### config.mk
export PLATFORM = sky130hd
export DESIGN_NAME = xor_lane_arbiter
export DESIGN_NICKNAME = d
export VERILOG_FILES = /design/src/rtl/xor_arb_pkg.sv /design/src/rtl/xor_lane_arbiter_xor_unit.sv /design/src/rtl/xor_lane_arbiter.sv
export SDC_FILE = /design/constraint.sdc
export NUM_CORES = 1
export LEC_CHECK = 0
export ABC_CLOCK_PERIOD_IN_PS = 5700
export CORE_MARGIN = 4
export CORE_UTILIZATION = 48
export DETAILED_ROUTE_END_ITERATION = 10
export PLACE_DENSITY = 0.85
export SLEW_MARGIN = 15
export SYNTH_ARGS = -nofsm -noshare
export SYNTH_HDL_FRONTEND = slang
export SYNTH_HIERARCHICAL = 1
export SYNTH_SLANG_ARGS = --single-unit
### constraint.sdc
create_clock -name clk -period 5.7 [get_ports clk]
set_input_delay 1.14 -clock clk [delete_from_list [all_inputs] [get_ports clk]]
set_output_delay 1.14 -clock clk [all_outputs]
set_load 0.02 [all_outputs]
### src/rtl/xor_arb_pkg.sv
// Shared types and the lane-pick rule for the two-lane XOR arbiter.
package xor_arb_pkg;

    localparam int NUM_LANES = 2;

    typedef enum logic [1:0] {IDLE, COMPUTE, RESPOND} state_e;

    typedef logic lane_t;

    // A tie goes to the lane that was not served last; otherwise the lone requester wins.
    function automatic lane_t pick_lane(input logic [NUM_LANES-1:0] vld, input lane_t last);
        if (&vld)
            return ~last;
        else if (vld[1])
            return 1'b1;
        else
            return 1'b0;
    endfunction

endpackage

### src/rtl/xor_lane_arbiter_xor_unit.sv
// Shared registered XOR datapath; the arbiter decides when it loads.
module xor_unit #(
    parameter int WIDTH = 8
) (
    input  logic             clk,
    input  logic             rst_n,
    input  logic             en,
    input  logic [WIDTH-1:0] a,
    input  logic [WIDTH-1:0] b,
    output logic [WIDTH-1:0] y
);

    logic [WIDTH-1:0] r_y;

    always_ff @(posedge clk or negedge rst_n) begin
        if (!rst_n)
            r_y <= '0;
        else if (en)
            r_y <= a ^ b;
    end

    assign y = r_y;

endmodule

### src/rtl/xor_lane_arbiter.sv
// Round-robin arbiter sharing one registered XOR unit between two request/response lanes.
module xor_lane_arbiter
    import xor_arb_pkg::*;
#(
    parameter int WIDTH = 8,
    parameter int CNT_W = 16
) (
    input  logic                 clk,
    input  logic                 rst_n,
    input  logic [NUM_LANES-1:0] req_valid,
    output logic [NUM_LANES-1:0] req_ready,
    input  logic [WIDTH-1:0]     req_a0,
    input  logic [WIDTH-1:0]     req_b0,
    input  logic [WIDTH-1:0]     req_a1,
    input  logic [WIDTH-1:0]     req_b1,
    output logic [NUM_LANES-1:0] rsp_valid,
    input  logic [NUM_LANES-1:0] rsp_ready,
    output logic [WIDTH-1:0]     rsp_data0,
    output logic [WIDTH-1:0]     rsp_data1,
    output logic                 busy,
    output logic [CNT_W-1:0]     op_count
);

    state_e                            r_state, w_state_nxt;
    lane_t                             r_grant, r_last_grant, w_grant;
    logic [CNT_W-1:0]                  r_op_count;
    logic [NUM_LANES-1:0][WIDTH-1:0]   r_rsp_data;
    logic [NUM_LANES-1:0][WIDTH-1:0]   w_req_a, w_req_b;
    logic [WIDTH-1:0]                  w_y;
    logic                              w_accept, w_rsp_hs;

    assign w_req_a  = {req_a1, req_a0};
    assign w_req_b  = {req_b1, req_b0};
    assign w_grant  = pick_lane(req_valid, r_last_grant);
    assign w_accept = (r_state == IDLE) && (|req_valid);
    // Response handshake only looks at the granted lane's ready.
    assign w_rsp_hs = (r_state == RESPOND) && rsp_ready[r_grant];

    always_comb begin
        w_state_nxt = r_state;
        case (r_state)
            IDLE:    if (w_accept) w_state_nxt = COMPUTE;
            COMPUTE: w_state_nxt = RESPOND;
            RESPOND: if (w_rsp_hs) w_state_nxt = IDLE;
            default: w_state_nxt = IDLE;
        endcase
    end

    always_ff @(posedge clk or negedge rst_n) begin
        if (!rst_n) begin
            r_state      <= IDLE;
            r_grant      <= 1'b0;
            r_last_grant <= 1'b1;
            r_op_count   <= '0;
        end else begin
            r_state <= w_state_nxt;
            if (w_accept)
                r_grant <= w_grant;
            if (w_rsp_hs) begin
                r_last_grant <= r_grant;
                r_op_count   <= r_op_count + CNT_W'(1);
            end
        end
    end

    xor_unit #(.WIDTH(WIDTH)) u_xor (
        .clk   (clk),
        .rst_n (rst_n),
        .en    (w_accept),
        .a     (w_req_a[w_grant]),
        .b     (w_req_b[w_grant]),
        .y     (w_y)
    );

    for (genvar i = 0; i < NUM_LANES; i++) begin : g_lane
        // Each lane's result register only moves when that lane owns the unit.
        always_ff @(posedge clk or negedge rst_n) begin
            if (!rst_n)
                r_rsp_data[i] <= '0;
            else if ((r_state == COMPUTE) && (r_grant == lane_t'(i)))
                r_rsp_data[i] <= w_y;
        end

        assign req_ready[i] = w_accept && (w_grant == lane_t'(i));
        assign rsp_valid[i] = (r_state == RESPOND) && (r_grant == lane_t'(i));
    end

    assign rsp_data0 = r_rsp_data[0];
    assign rsp_data1 = r_rsp_data[1];
    assign busy      = (r_state != IDLE);
    assign op_count  = r_op_count;

endmodule

==> impl.org <==
** Worst setup path
- Worst Setup EP :: req_ready[1]
- The kind of cell with the highest combined delay along the critical path is buffers and inverters.
- The worst register-to-register path has a depth of 5.
- The setup path with the least slack is of type in -> out.
- Largest incremental delay on the critical path :: 610 ps
- Critical path peak fanout :: 18
- The worst setup path is captured at a primary output.
- The critical path crosses 5 cells after its start point.
- Reg-to-reg endpoint :: u_xor/y[2]
- The worst setup path is launched from a primary input.
- Slack of the worst reg-to-reg path :: 3660 ps
- Tracing the worst setup path back leads to its startpoint at req_valid[1].
- Number of buffer and inverter instances along the worst setup path :: 3
- Cell-by-cell trace of the critical path :: clkdlybuf4s50_1 > a21boi_1 > buf_4 > and2_1 > clkdlybuf4s50_1
- Required time reported for the critical path endpoint :: 4560 ps
- Launch point of the worst reg-to-reg path :: r_state[1]
- Among the stages of the critical path, the cell type that occurs most often is sky130_fd_sc_hd__clkdlybuf4s50_1.
- Slowest CP cell :: sky130_fd_sc_hd__clkdlybuf4s50_1
- For the worst setup path, the data arrival time is 2820 ps.

** Layout
- The finished cells cover 0.00296 sq mm.
- Nets :: 289
- Synthesis-to-finish area growth :: 41.9%
- Cells with a size suffix above 1 make up 19.5% of the layout.
- The number of antenna diodes in the final layout is 0.
- Number of fill cells in the layout :: 298

** Timing
- Across the routed clock network, the largest skew measured is 8.65 ps.
- Max-slew violation total from the final report :: 0
- Setup repair after global routing left no endpoint under its margin.
- The final critical path takes up 69.4% of the cycle.
- Headroom to the max-slew limit :: 22.9%
- Maximum clock frequency :: 0.253 GHz
- Final count of negative-setup-slack endpoints :: 0
- The routed design could run at a clock period as short as 3960 ps.
- The total count of hold-check failures in the final report was 0.
- Setup_tns :: 0 ps
- At the pin with the least slew margin, the transition time is 1150 ps.
- Hold is met by 478 ps.

** Pwr
- Summing internal, switching and leakage power gives 0.00137 W.
- PwrDens :: 462 mW/mm^2
- Max IR drop VDD :: 0.280 mV
- Leakage :: 1.21 nW

** Die
- The die covers 0.00546 sq mm.
- Total core area :: 0.00409 sq mm
- For this configuration, the core starts out at a cell density of 50.9%.
- In this run the horizontal extent of the chip is 73.9 microns.
- Cell row count :: 23
- In this run the vertical extent of the chip is 73.9 microns.
- For this design the top-level I/O count stands at 75.

** Drt
- Starting DRT DRC Count :: 69
- In the routed layout, each cell is associated on average with a via count of 5.14.
- Dividing the detail-routed wire length by the instance count gives 14.4 microns.
- DRT Wirelength :: 4330 microns
- Total number of vias :: 1548
- The first detailed-routing pass took 4 iterations.
- For this run, design rule violations remaining after detail routing come to 0.
- The count of nets left with antenna violations once routing finished came out at 0.

** Yosys
- Post-synth top area share :: 51.7%
- By instance count, the leading cell after synthesis is sky130_fd_sc_hd__dfrtp_1.
- Fraction of synthesis flops using an asynchronous set or reset pin :: 100%
- After technology mapping, the gate count stands at 172.
- Number of enable flip-flop cells after synthesis :: 0
- The biggest area contributor in the post-synthesis netlist is sky130_fd_sc_hd__dfrtp_1.
- Number of synthesized register bits :: 44
- Mapped Nets :: 211
- Among all flip-flop cells after synthesis, the most frequent one is sky130_fd_sc_hd__dfrtp_1.
- Commonest cells in the synthesized netlist :: sky130_fd_sc_hd__dfrtp_1, sky130_fd_sc_hd__mux2_2, sky130_fd_sc_hd__nor2_1, sky130_fd_sc_hd__xnor2_1, sky130_fd_sc_hd__nand2_1
- For this run, the number of Yosys warnings is 6.
- Synthesized area per cell :: 12.1 sq um
- Synth Cell Area :: 0.00208 sq mm
- By area the synthesized netlist is led by sky130_fd_sc_hd__dfrtp_1, sky130_fd_sc_hd__mux2_2, sky130_fd_sc_hd__xnor2_1.
- Distinct cell type count of the synthesized netlist :: 31
- Part of the Yosys area used for sequential elements :: 52.9%

** Clock network
- The number of setup buffers added after CTS is 0.
- Total CTS buffers :: 5
- Buffer depth of the longest clock path :: 2
- Worst-skew pair later-pin latency :: 290 ps
- Resized Gates After CTS :: 0
- The clock net in this run drives a total of 44 sinks.
- After clock tree synthesis, the clock-pin slew on the worst setup and hold paths is 80 ps.
- Number of H-tree levels :: 2
- In this run, post-CTS hold repair placed 0 buffers.
- Root buffer selected by CTS :: sky130_fd_sc_hd__clkbuf_8
- Clock tree from TritonCTS :: done

** Placed design
- Routability-driven placement finished with a final weighted congestion of 0.783.
- Once detailed placement completed, the half-perimeter wirelength came to 3380 microns.
- Port buffering added 74 buffers.
- Summing all placed instances gives a cell area of 0.00285 sq mm.

** GRT
- Global routing used 17.6% of the available tracks across all layers.
- Number of antenna violations at the first check in global routing :: 0
- Wire length of the first global-routing pass :: 7290 microns
- After global routing the overflow that remains totals 0.
- Vias in the first global route :: 1591
- Entering global routing, the biggest net connects 45 pins.

** Job
- Max-cap check violation count :: 0

** Status
- Result of the run :: completed

** Min path
- The tightest min-delay check is of the reg -> reg type.
-- layout by cell type, fill, tap and decap left out, types with 3 or more instances in the layout --
| master | count |
|---|---|
| sky130_fd_sc_hd__a21oi_1 | 6 |
| sky130_fd_sc_hd__clkbuf_8 | 5 |
| sky130_fd_sc_hd__clkdlybuf4s50_1 | 73 |
| sky130_fd_sc_hd__dfrtp_1 | 43 |
| sky130_fd_sc_hd__inv_1 | 3 |
| sky130_fd_sc_hd__mux2_2 | 33 |
| sky130_fd_sc_hd__nand2_1 | 10 |
| sky130_fd_sc_hd__nand2b_1 | 3 |
| sky130_fd_sc_hd__nand3_1 | 3 |
| sky130_fd_sc_hd__nand4_1 | 5 |
| sky130_fd_sc_hd__nor2_1 | 19 |
| sky130_fd_sc_hd__xnor2_1 | 18 |
| sky130_fd_sc_hd__xor2_1 | 5 |
-- report_power, final --
part	leakage (nW)	switching [W]	total (W)	internal [W]
clock	0.0552	0.000100	0.000230	0.000130
combinational	0.620	0.000291	0.000611	0.000320
sequential	0.531	0.0000918	0.000525	0.000433
total	1.21	0.000483	0.00137	0.000883
-- layout make-up --
type | count | area, sq um | share of cell area, %
Clock inverter | 2 | 35.0 | 1.19
Clock buffer | 6 | 72.6 | 2.46
Inverter | 3 | 11.3 | 0.381
Timing Repair Buffer | 75 | 743 | 25.1
Sequential cell | 44 | 1100 | 37.3
Tap cell | 50 | 62.6 | 2.12
Multi-Input combinational cell | 121 | 928 | 31.4
-- metal layers --
layer  vias up  part of all wire (%)  track usage (%)
li1        746                     -                -
met3         4                   6.4             5.20
met1       742                    44             22.8
met5         -                     0                0
met4         0                   1.1             4.83
met2        56                    48             28.6
-- how the worst min path moves through the flow --
stage               slack, ps    startpoint  cells past startpoint            to
detailed placement        480  op_count[15]                      1  op_count[15]
finish                    480  op_count[15]                      1  op_count[15]
global placement          460  r_last_grant                      2  r_last_grant
floorplan                 440  r_last_grant                      2  r_last_grant
CTS                       490  op_count[15]                      1  op_count[15]
global route              520  op_count[15]                      1  op_count[15]
-- cells by family after synthesis --
family,after synthesis,synth area share [%]
buf+inv,7,2.46
simple gates,52,12.6
fa+ha+maj,1,0.601
flops,44,52.9
xor+xnor,23,9.68
compound gates,11,3.43
mux,34,18.3
-- through the flow --
stage / std cells / utilization, % / setup slack [ps]
detailed placement: 293 / 69.7 / 1730
CTS: 301 / 72.3 / 1730
global route: 301 / 72.3 / 1680
global placement: 293 / 69.7 / 1770
finish: 301 / 72.3 / 1740
floorplan: 172 / - / 2490
-- registers in the layout (all words and copies together) (netlist names) --
register	flops
op_count	16
rsp_data0	8
rsp_data1	8
u_xor/y	8
r_state	2
r_grant	1
r_last_grant	1
Note: power is estimated with default switching activity, not from simulation.
